**src/rtl/id_hazard_scoreboard_if.sv**
```systemverilog
// Decode-stage hazard scoreboard bus: ID-side register usage and pipeline controls
// in, per-port hazard flags and stall request out.
interface id_hazard_scoreboard_if #(
  parameter int REG_ADDR_WIDTH = 5,
  parameter int NUM_READ_PORTS = 2
);
  logic                                     pipe_advance;
  logic                                     flush;
  logic [NUM_READ_PORTS-1:0]                read_en;
  logic [NUM_READ_PORTS*REG_ADDR_WIDTH-1:0] read_addr;
  logic                                     issue_valid;
  logic                                     issue_write_en;
  logic [REG_ADDR_WIDTH-1:0]                issue_write_addr;
  logic [1:0]                               issue_lat_sel;
  logic [NUM_READ_PORTS-1:0]                read_related;
  logic                                     stall_request;
  logic                                     any_pending;

  modport master (
    output pipe_advance, flush, read_en, read_addr,
           issue_valid, issue_write_en, issue_write_addr, issue_lat_sel,
    input  read_related, stall_request, any_pending
  );

  modport slave (
    input  pipe_advance, flush, read_en, read_addr,
           issue_valid, issue_write_en, issue_write_addr, issue_lat_sel,
    output read_related, stall_request, any_pending
  );
endinterface

```
**src/rtl/id_hazard_scoreboard.sv**
```systemverilog
// Per-register remaining-latency scoreboard for the decode stage: flags reads of
// registers whose producer cannot forward yet and requests a decode stall.
module id_hazard_scoreboard #(
  parameter int REG_ADDR_WIDTH = 5,
  parameter int NUM_READ_PORTS = 2,
  parameter int LOAD_LATENCY   = 1,
  parameter int LONG_LATENCY   = 4,
  parameter int CNT_WIDTH      = 3
) (
  input logic                    clk,
  input logic                    rst,
  id_hazard_scoreboard_if.slave  sb
);
  localparam int NUM_REGS = 2 ** REG_ADDR_WIDTH;
  localparam logic [CNT_WIDTH-1:0] LOAD_CNT = CNT_WIDTH'(LOAD_LATENCY);
  localparam logic [CNT_WIDTH-1:0] LONG_CNT = CNT_WIDTH'(LONG_LATENCY);

  logic [CNT_WIDTH-1:0]      cnt [NUM_REGS];
  logic [NUM_READ_PORTS-1:0] read_related;
  logic                      stall_request;
  logic                      any_pending;
  logic                      issue_hit;
  logic [CNT_WIDTH-1:0]      issue_cnt;

  // Hazard flags look at pre-update counters, so an instruction never stalls on itself.
  always_comb begin
    read_related = '0;
    for (int i = 0; i < NUM_READ_PORTS; i++) begin
      read_related[i] = sb.read_en[i]
                     && (sb.read_addr[i*REG_ADDR_WIDTH +: REG_ADDR_WIDTH] != '0)
                     && (cnt[sb.read_addr[i*REG_ADDR_WIDTH +: REG_ADDR_WIDTH]] != '0);
    end
  end

  always_comb begin
    any_pending = 1'b0;
    for (int r = 0; r < NUM_REGS; r++) begin
      any_pending = any_pending | (cnt[r] != '0);
    end
  end

  assign stall_request = |read_related;

  always_comb begin
    case (sb.issue_lat_sel)
      2'd1:    issue_cnt = LOAD_CNT;
      2'd2:    issue_cnt = LONG_CNT;
      default: issue_cnt = '0;
    endcase
  end

  assign issue_hit = sb.issue_valid && sb.pipe_advance && !stall_request && !sb.flush
                  && sb.issue_write_en && (sb.issue_write_addr != '0);

  // Register 0 is only ever written by reset, so its counter stays zero.
  always_ff @(posedge clk or negedge rst) begin
    if (!rst) begin
      for (int r = 0; r < NUM_REGS; r++) cnt[r] <= '0;
    end else if (sb.flush) begin
      for (int r = 0; r < NUM_REGS; r++) cnt[r] <= '0;
    end else if (sb.pipe_advance) begin
      for (int r = 1; r < NUM_REGS; r++) begin
        if (issue_hit && (sb.issue_write_addr == REG_ADDR_WIDTH'(r))) begin
          cnt[r] <= issue_cnt;
        end else if (cnt[r] != '0) begin
          cnt[r] <= cnt[r] - CNT_WIDTH'(1);
        end
      end
    end
  end

  assign sb.read_related  = read_related;
  assign sb.stall_request = stall_request;
  assign sb.any_pending   = any_pending;
endmodule

```
**src/flat_wrapper.sv**
```systemverilog
// flat-port wrapper written by rule: the top's interface ports become plain ports
module id_hazard_scoreboard_flat 
#(
  parameter int REG_ADDR_WIDTH = 5,
  parameter int NUM_READ_PORTS = 2,
  parameter int LOAD_LATENCY   = 1,
  parameter int LONG_LATENCY   = 4,
  parameter int CNT_WIDTH      = 3
)
  (clk, rst, sb_pipe_advance, sb_flush, sb_read_en, sb_read_addr, sb_issue_valid, sb_issue_write_en, sb_issue_write_addr, sb_issue_lat_sel, sb_read_related, sb_stall_request, sb_any_pending);
  id_hazard_scoreboard_if #(.REG_ADDR_WIDTH(REG_ADDR_WIDTH), .NUM_READ_PORTS(NUM_READ_PORTS)) sb_i ();
  input logic clk;
  input logic rst;
  input wire logic [$bits(sb_i.pipe_advance)-1:0] sb_pipe_advance;
  input wire logic [$bits(sb_i.flush)-1:0] sb_flush;
  input wire logic [$bits(sb_i.read_en)-1:0] sb_read_en;
  input wire logic [$bits(sb_i.read_addr)-1:0] sb_read_addr;
  input wire logic [$bits(sb_i.issue_valid)-1:0] sb_issue_valid;
  input wire logic [$bits(sb_i.issue_write_en)-1:0] sb_issue_write_en;
  input wire logic [$bits(sb_i.issue_write_addr)-1:0] sb_issue_write_addr;
  input wire logic [$bits(sb_i.issue_lat_sel)-1:0] sb_issue_lat_sel;
  output wire logic [$bits(sb_i.read_related)-1:0] sb_read_related;
  output wire logic [$bits(sb_i.stall_request)-1:0] sb_stall_request;
  output wire logic [$bits(sb_i.any_pending)-1:0] sb_any_pending;
  assign sb_i.pipe_advance = sb_pipe_advance;
  assign sb_i.flush = sb_flush;
  assign sb_i.read_en = sb_read_en;
  assign sb_i.read_addr = sb_read_addr;
  assign sb_i.issue_valid = sb_issue_valid;
  assign sb_i.issue_write_en = sb_issue_write_en;
  assign sb_i.issue_write_addr = sb_issue_write_addr;
  assign sb_i.issue_lat_sel = sb_issue_lat_sel;
  assign sb_read_related = sb_i.read_related;
  assign sb_stall_request = sb_i.stall_request;
  assign sb_any_pending = sb_i.any_pending;
  id_hazard_scoreboard #(.REG_ADDR_WIDTH(REG_ADDR_WIDTH), .NUM_READ_PORTS(NUM_READ_PORTS), .LOAD_LATENCY(LOAD_LATENCY), .LONG_LATENCY(LONG_LATENCY), .CNT_WIDTH(CNT_WIDTH)) u_core (.clk(clk), .rst(rst), .sb(sb_i));
endmodule
```
**config.mk**
```make
export PLATFORM = sky130hd
export DESIGN_NAME = id_hazard_scoreboard_flat
export DESIGN_NICKNAME = d
export VERILOG_FILES = /design/src/rtl/id_hazard_scoreboard_if.sv /design/src/rtl/id_hazard_scoreboard.sv /design/src/flat_wrapper.sv
export SDC_FILE = /design/constraint.sdc
export NUM_CORES = 1
export LEC_CHECK = 0
export CAP_MARGIN = 25
export CORE_MARGIN = 4
export CORE_UTILIZATION = 60
export CTS_BUF_LIST = sky130_fd_sc_hd__clkbuf_16
export CTS_CLUSTER_SIZE = 10
export DETAILED_ROUTE_END_ITERATION = 10
export PLACE_DENSITY = 0.79
export SETUP_SLACK_MARGIN = 0.02
export SYNTH_ARGS = -nofsm -noshare
export SYNTH_HDL_FRONTEND = slang
export SYNTH_SLANG_ARGS = --single-unit
```
**constraint.sdc**
```tcl
create_clock -name clk -period 10.64 [get_ports clk]
set_input_delay 3.192 -clock clk [delete_from_list [all_inputs] [get_ports clk]]
set_output_delay 3.192 -clock clk [all_outputs]
set_load 0.02 [all_outputs]
```
==> results of run 1 <==
## power by group through the flow
| stage | clock network (mW) | logic (mW) | registers (mW) |
|---|---|---|---|
| after floorplan | 0 | 1.12 | 0.610 |
| after global placement | 0 | 1.39 | 0.659 |
| after detailed placement | 0 | 1.44 | 0.661 |
| after CTS | 0.298 | 1.44 | 0.656 |
| after global routing | 0.312 | 1.66 | 0.682 |
| final | 0.298 | 1.47 | 0.665 |
## cell families after synthesis
kind of cell | count (synthesis)
and+or+nand+nor | 416
adders and majority gates | 62
xor gates and xnor gates | 2
AOI/OAI and AO/OA | 245
buffers and inverters | 176
muxes | 21
DFF | 93
## through the flow
step | setup WS (ns) | hold WS [ns] | utilization, % | instance area [µm²]
global route | 0.870 | 0.617 | 65.7 | 8430
finish | 0.994 | 0.585 | 65.7 | 8430
detailed placement | 1.03 | 0.579 | 63.7 | 8170
floorplan | 2.54 | 0.541 | - | 7960
CTS | 1.01 | 0.588 | 65.7 | 8430
global placement | 1.07 | 0.567 | 63.7 | 8170
## placed cells by master, fill, tap and decap left out, types with 8 or more instances in the layout
master	count
sky130_fd_sc_hd__nor2_1	106
sky130_fd_sc_hd__inv_1	103
sky130_fd_sc_hd__dfrtp_1	93
sky130_fd_sc_hd__a21oi_1	72
sky130_fd_sc_hd__nor3_1	67
sky130_fd_sc_hd__ha_1	62
sky130_fd_sc_hd__nor4_1	56
sky130_fd_sc_hd__nand2_1	53
sky130_fd_sc_hd__a31oi_1	41
sky130_fd_sc_hd__nand2b_1	38
sky130_fd_sc_hd__a211oi_1	36
sky130_fd_sc_hd__clkdlybuf4s50_1	25
sky130_fd_sc_hd__nand4_1	21
sky130_fd_sc_hd__and3_1	21
sky130_fd_sc_hd__nand3_1	20
sky130_fd_sc_hd__mux2i_1	18
sky130_fd_sc_hd__buf_4	14
sky130_fd_sc_hd__a2111oi_1	13
sky130_fd_sc_hd__o31ai_1	12
sky130_fd_sc_hd__clkbuf_16	9
sky130_fd_sc_hd__a21boi_0	8
sky130_fd_sc_hd__or3_1	8
## final cells by class
class | instances | area, µm² | share of cell area, %
well taps | 172 | 215 | 2.55
repair buffers | 39 | 355 | 4.22
clock inverters | 7 | 27.5 | 0.327
multi-input cells | 746 | 4900 | 58.1
inverters | 100 | 378 | 4.48
flip-flops and latches | 93 | 2330 | 27.6
clock buffers | 9 | 225 | 2.67
## per-layer routing
layer | up-vias | share of wire, %
met5 | - | 0
met1 | 3750 | 41
met2 | 500 | 44
met4 | 0 | 4.1
li1 | 3686 | -
met3 | 76 | 11
## worst register-to-register path: cells and delay by family, from the launching register on
family | cells | cell delay [ns]
AO/OA/AOI/OAI | 5 | 1.37
AND/OR/NAND/NOR | 3 | 1.03
buffers and inverters | 1 | 0.63
flip-flops | 1 | 0.44
## how the worst min path moves through the flow
stage | startpoint | end | slack, ns | depth (start not counted)
6_report | u_core.cnt[14]$_DFFE_PN0P_ | u_core.cnt[14]$_DFFE_PN0P_ | 0.59 | 2
5_1_grt | u_core.cnt[51]$_DFFE_PN0P_ | u_core.cnt[51]$_DFFE_PN0P_ | 0.62 | 2
4_1_cts | u_core.cnt[14]$_DFFE_PN0P_ | u_core.cnt[14]$_DFFE_PN0P_ | 0.59 | 2
3_5_place_dp | u_core.cnt[14]$_DFFE_PN0P_ | u_core.cnt[14]$_DFFE_PN0P_ | 0.58 | 2
3_3_place_gp | u_core.cnt[50]$_DFFE_PN0P_ | u_core.cnt[50]$_DFFE_PN0P_ | 0.57 | 2
2_1_floorplan | u_core.cnt[82]$_DFFE_PN0P_ | u_core.cnt[82]$_DFFE_PN0P_ | 0.54 | 1
==> summary.log, run 1 <==
qor: final_layout.finish.cell_count_without_fillers 1166
qor: cts.clock_insertion_delay_worst_skew 0.36 ns
qor: status.run_status completed
qor: synthesis.yosysMostFrequentCell sky130_fd_sc_hd__nor2_1
qor: global_route.use_met3 8.28%
qor: synthesis.yosys_register_bits 93
qor: final_layout.largest_register_ffs 93
qor: synthesis.number_of_enable_type_register_cells_in_the_synthesized_netlist 0
qor: final_layout.antenna_cells 0
qor: final_layout.layout.nets 1076
qor: critical_path.worst_r2r_startpoint u_core.cnt[72]$_DFFE_PN0P_
qor: critical_path.worstPathRequired 7.45 ns
qor: synthesis.post-synth-top-area-fraction 29.2%
qor: cts.root_buffer sky130_fd_sc_hd__clkbuf_16
qor: synthesis.yosys.area_share.adder 9.74%
qor: critical_path.critical_path_startpoint sb_read_addr[0]
qor: synthesis.synth_xor_area_share 0.220%
qor: synthesis.synth_sequential_area_ratio 29.2%
qor: global_route.grt_pass1_wl 39500 µm
qor: synthesis.synth_area_leaders sky130_fd_sc_hd__dfrtp_1 (29%), sky130_fd_sc_hd__ha_1 (9.7%), sky130_fd_sc_hd__nor2_1 (5.0%), sky130_fd_sc_hd__inv_1 (4.7%), sky130_fd_sc_hd__a21oi_1 (4.5%)
qor: timing.setup_repair_after_global_routing_missed_its_margin false
qor: pwr.irDropWorstVdd 143 µV
qor: global_route.all_layer_global_routing_usage 33.5%
qor: critical_path.critical-path-max-stage-delay 1.13 ns
qor: floorplan.fp-row-count 41
qor: timing.worst_slew_margin 25.1%
qor: cts.cts-root-to-sink-buffers 2
qor: critical_path.end_kind output port
qor: cts.cts.sink_count 93
qor: drt.detail_route.first_pass.iterations 7
qor: synthesis.synth.lib_cells_used.distinct 64
qor: floorplan.die-width 123 µm
qor: drt.detail-route-antenna-nets 0
qor: flow_run.timing.max_cap.violations 0
qor: synthesis.synth_area_leader_cell sky130_fd_sc_hd__dfrtp_1
qor: global_route.grt-busiest-layer met2
qor: synthesis.yosys-mux-area-fraction 2.97%
qor: critical_path.endpoint sb_stall_request
qor: final_layout.layout_top_registers u_core.cnt: 93 flops
qor: pwr.p_sw_share 47.9%
qor: cts.cts_buffers 9
qor: floorplan.die_h 123 µm
qor: timing.min_period_over_period 90.7%
qor: final_layout.top_register u_core.cnt
qor: global_route.gr-usage-met2 49.1%
qor: pwr.power_switching 1.16 mW
qor: placed_design.placed_cells 1150
qor: global_route.grt_pass1_vias 7348
qor: pwr.share_seq_of_total_power 27.3%
qor: synthesis.post_synth_instance_area 7960 µm²
qor: drt.detail_route.drc_violations 0
qor: critical_path.cpMostUsedCell sky130_fd_sc_hd__clkdlybuf4s50_1
qor: critical_path.r2r_cells 9
qor: timing.timing.clock.skew 0.00738 ns
qor: synthesis.synth-compound-area-share 21.8%
qor: pwr.intPower 1.27 mW
qor: synthesis.yosysWarningCount 0
qor: floorplan.die-area 15200 µm²
qor: timing.hold_viol 0
qor: drt.vias 8012
qor: placed_design.globalplace.congestion 0.978
qor: critical_path.worst_setup_path_start_kind primary input
qor: drt.routed_via_density 6.87
qor: critical_path.critical_path_arrival 6.45 ns
qor: critical_path.worstPathMaxFanout 28
qor: critical_path.cp_cell_sequence clkdlybuf4s50_1 > mux4_2 > nor4_2 > o211ai_1 > a22oi_4 > and2_2 > inv_4 > clkdlybuf4s50_1
qor: placed_design.portBuffers 28
qor: critical_path.reg2reg_to u_core.cnt[32]$_DFFE_PN0P_
qor: pwr.leakagePower 3.43 nW
qor: synthesis.async_reset_ff_share 100%
qor: pwr.design_power_total 2.43 mW
qor: timing.worstMarginPinSlew 1.12 ns
qor: critical_path.critical_path.n_buffers_inverters 3
qor: synthesis.post_synth_most_frequent_cells sky130_fd_sc_hd__nor2_1 (106), sky130_fd_sc_hd__inv_1 (99), sky130_fd_sc_hd__dfrtp_1 (93)
qor: global_route.met1_usage 47.0%
qor: timing.timing_max_transition_violations_final 0
qor: cts.cts_resized 0
qor: drt.finalWirelength 24900 µm
qor: min_path.worst_hold_path_type reg2reg
qor: synthesis.syn-instance-count 1015
qor: drt.dr.first_iter.drc_count 1240
qor: synthesis.dominant_combinational_cell_family_by_area_after_synthesis simple AND/OR/NAND/NOR gates
qor: final_layout.filler_cell_count_in_the_final_layout 1122
qor: synthesis.ys_dominant_reg_cell sky130_fd_sc_hd__dfrtp_1
qor: global_route.largest_net_degree_at_the_start_of_global_routing 70
qor: floorplan.start_util 62.1%
qor: critical_path.worst_path_dominant_cell_family buffers and inverters
qor: synthesis.synth.net_count 1102
qor: pwr.pwr-share-comb 60.4%
qor: timing.fmaxAchievable 104 MHz
qor: cts.cts-hold-fix-buffers 0
qor: global_route.overflow 0
qor: synthesis.simple_gate_fraction_of_synth_area 26.7%
qor: placed_design.dp_hpwl 16500 µm
qor: synthesis.syn_area_per_cell 7.85 µm²
qor: pwr.clock_share_of_power 12.2%
qor: timing.final_critical_delay_including_setup_and_external_delays 9.65 ns
qor: cts.clock_tree.htree_level_count 3
qor: timing.total_neg_setup_slack 0 ns
qor: pwr.pwr_cell_area 288 nW/µm²
qor: final_layout.syn_to_final_growth 5.80%
qor: critical_path.crit_type in2out
qor: critical_path.critical_path_cell_count 8
qor: critical_path.critPathSlowestCell sky130_fd_sc_hd__clkdlybuf4s50_1
qor: cts.tritoncts done
qor: floorplan.fp.coreArea 12800 µm²
qor: critical_path.worst_setup_slack_for_register_to_register_paths 7.03 ns
qor: global_route.initial_antenna_violation_count 0
qor: floorplan.floorplan.io_pins 29
qor: cts.postCtsSetupRepairBufs 0
qor: final_layout.share_of_cells_above_drive_strength_1 4.23%
qor: timing.setup_viol 0
qor: drt.routed_wire_length_per_instance 21.4 µm
qor: cts.clkSlewWorstSetupHoldPaths 0.06 ns
(Power assumes the default switching activity.)
==> run 2: changes to the inputs <==
--- a/config.mk
+++ b/config.mk
@@ -5,7 +5,6 @@
 export SDC_FILE = /design/constraint.sdc
 export NUM_CORES = 1
 export LEC_CHECK = 0
-export CAP_MARGIN = 25
 export CORE_MARGIN = 4
 export CORE_UTILIZATION = 60
 export CTS_BUF_LIST = sky130_fd_sc_hd__clkbuf_16
==> results of run 2 <==
Same layout as run 1: the final DEF is identical, and so are final timing and power.
==> run 3: changes to the inputs <==
--- a/config.mk
+++ b/config.mk
@@ -12,6 +12,7 @@
 export DETAILED_ROUTE_END_ITERATION = 10
 export PLACE_DENSITY = 0.79
 export SETUP_SLACK_MARGIN = 0.02
+export SLEW_MARGIN = 20
 export SYNTH_ARGS = -nofsm -noshare
 export SYNTH_HDL_FRONTEND = slang
 export SYNTH_SLANG_ARGS = --single-unit
==> results of run 3 <==
Same layout as run 1: the final DEF is identical, and so are final timing and power.
==> variant: new RTL, config.mk and constraints of run 2 <==
`REG_ADDR_WIDTH` is set to 5 in 3 places; all go to 6.
--- a/src/rtl/id_hazard_scoreboard_if.sv
+++ b/src/rtl/id_hazard_scoreboard_if.sv
@@ -1,7 +1,7 @@
 // Decode-stage hazard scoreboard bus: ID-side register usage and pipeline controls
 // in, per-port hazard flags and stall request out.
 interface id_hazard_scoreboard_if #(
-  parameter int REG_ADDR_WIDTH = 5,
+  parameter int REG_ADDR_WIDTH = 6,
   parameter int NUM_READ_PORTS = 2
 );
   logic                                     pipe_advance;
--- a/src/rtl/id_hazard_scoreboard.sv
+++ b/src/rtl/id_hazard_scoreboard.sv
@@ -1,7 +1,7 @@
 // Per-register remaining-latency scoreboard for the decode stage: flags reads of
 // registers whose producer cannot forward yet and requests a decode stall.
 module id_hazard_scoreboard #(
-  parameter int REG_ADDR_WIDTH = 5,
+  parameter int REG_ADDR_WIDTH = 6,
   parameter int NUM_READ_PORTS = 2,
   parameter int LOAD_LATENCY   = 1,
   parameter int LONG_LATENCY   = 4,
--- a/src/flat_wrapper.sv
+++ b/src/flat_wrapper.sv
@@ -1,7 +1,7 @@
 // flat-port wrapper written by rule: the top's interface ports become plain ports
 module id_hazard_scoreboard_flat 
 #(
-  parameter int REG_ADDR_WIDTH = 5,
+  parameter int REG_ADDR_WIDTH = 6,
   parameter int NUM_READ_PORTS = 2,
   parameter int LOAD_LATENCY   = 1,
   parameter int LONG_LATENCY   = 4,
Ports: changed (resized sb_issue_write_addr and sb_read_addr); port bits go from 29 to 32. The function was not compared with the original's and may differ.
==> variant against run 2 <==
Total power rose by 94%. Area after synthesis up 93%. Design area increased by 95%. Sequential cell count rose by 96. Setup slack got worse by 0.67 ns. Utilization shrank 0.57 points. Critical path depth up 2. Sequential power grew 110%. Global-route usage up 5.9 points. Non-clock buffer count rose by 26. Wire length up 130%. Critical endpoint unchanged.
==> variant: results <==
[logic_synthesis]
synth.top_cells.by_area = "dfrtp_1 31%, ha_1 10%, inv_1 5.0%"
synth-seq-area-share_pct = 30.75
synth_commonest_cells = "203 x inv_1, 197 x nor2_1, 189 x dfrtp_1"
post_synth_inst_count = 1914
netlist-cell-type-count = 77
dominantRegCellSynth = "dfrtp_1"
async_flop_share_pct = 100.0
postSynthNetCount = 2068
synth_warn = 0

[placed_design]
place.port_buffers = 31
postPlaceCellArea_sq_um = 15840
post_dp_hpwl_mm = 40.10
routabilityCongestion = 1.089

[finish]
drive_gt1_share_pct = 6.098
antenna-diode-count = 0
layout_top_registers = "u_core.cnt x189"
design.final.nets = 2028

[detailed_routing]
routed_wl_met3_mm = 7.381
number_of_iterations_in_the_first_detailed_routing_pass = 9
drt-total-wl_mm = 57.05
met2_wirelength_mm = 24.84
wl_met1_mm = 20.83
drt-initial-drc-count = 2311
highest_layer = "met4"
detail_routed_via_count_per_cell = 7.301

[timing]
timing.max_slew.rel_slack_pct = 14.07
worst_clock_skew_ns = 0.01807

[worst_setup_path]
crit_arrival_ns = 7.13
r2r_cell_count = 9
critical-path-slowest-cell = "nor4_1"
critPathMaxFanout = 14
critPathTopFamily = "simple AND/OR/NAND/NOR gates"
cp_slowest_stage_delay_ns = 1.06

[grt]
grt_pass1_vias = 15100
number_of_antenna_violations_at_the_first_check_in_global_routing = 0
grt_max_degree = 78
grt_pass1_wl_mm = 87.59
grt_use_total_pct = 39.42

[clock_tree]
cts.repair.resized = 0
cts_root_buffer = "clkbuf_16"
buffer_count_from_post_cts_setup_fixing = 0
worstSkewPairLatency_ns = 0.46
path_clk_slew_ns = 0.08
cts_buffer_depth = 2
cts_buffers = 17
cts-htree-levels = 4

[status]
run_status = "completed"

[worst_hold_path]
hp-class = "reg2reg"
hold-path-cell-count = 2

[pwr]
peakVddDrop_mv = 0.1486
power.leakage_nw = 6.477
variant: cell count changes in the layout (fill, tap and decap cells not counted), moves of 24 or more:
cell,run 2,this run
a21oi_1,72,115
dfrtp_1,93,189
ha_1,62,126
inv_1,103,202
nand2_1,53,113
nand3_1,20,75
nor2_1,106,195
nor3_1,67,131
o21ai_0,6,30
o22ai_1,3,54
variant: layout make-up:
cell class              count  area [sq um]
clock buffers              17         425.4
clock inverters            14         136.4
fillers                  2153          8781
inverters                 204         765.7
multi-input cells        1397          9371
flip-flops and latches    189          4730
well taps                 330         412.9
repair buffers             65         559.3
variant: worst reg2reg max path: cells and delay by family, from the launching register on:
kind | cells | cell delay, ns
muxes | 2 | 0.78
and+or+nand+nor | 4 | 2.21
DFF | 1 | 0.44
AOI/OAI and AO/OA | 2 | 0.76
buffers and inverters | 1 | 0.26
variant: final timing paths:
path,start,endpoint,slack [ns]
worst min-delay path,u_core.cnt[85],u_core.cnt[85],0.55
worst max register to register,u_core.cnt[29],u_core.cnt[120],6.09
worst min register to register,u_core.cnt[85],u_core.cnt[85],0.55
max in group asynchronous,rst,u_core.cnt[61],6.56
min in group asynchronous,rst,u_core.cnt[36],2.69
worst max-delay path,sb_read_addr[7],sb_stall_request,0.32
variant: power breakdown:
group | switching, mW | leakage [nW] | internal, mW | total, mW
Clock | 0.330 | 0.265 | 0.328 | 0.658
Sequential | 0.385 | 2.55 | 1.01 | 1.39
Combinational | 1.56 | 3.67 | 1.10 | 2.66
Total | 2.28 | 6.48 | 2.43 | 4.71
variant: logic make-up after synthesis:
kind of cell    after synthesis  share of synthesized area (%)
mux                          49                          5.004
xor+xnor                     17                         0.9682
compound gates              469                          20.92
simple gates                736                          23.71
flops                       189                          30.75
buf+inv                     328                          8.396
fa+ha+maj                   126                          10.25
variant: metrics by stage:
stage	utilization (%)	setup WS [ns]	instances	hold slack [ns]
floorplan	-	1.974	1914	0.4796
global placement	62.90	0.5622	2185	0.5196
detailed placement	62.90	0.4407	2185	0.5275
CTS	65.13	0.4310	2216	0.5428
global route	65.13	0.09715	2216	0.5644
finish	65.13	0.3215	2216	0.5493
variant: per-layer routing:
metal,global-route usage (%),vias to the layer above
met4,22.58,0
met5,0,-
li1,-,6974
met1,51.29,7635
met2,59.63,1261
met3,10.35,308
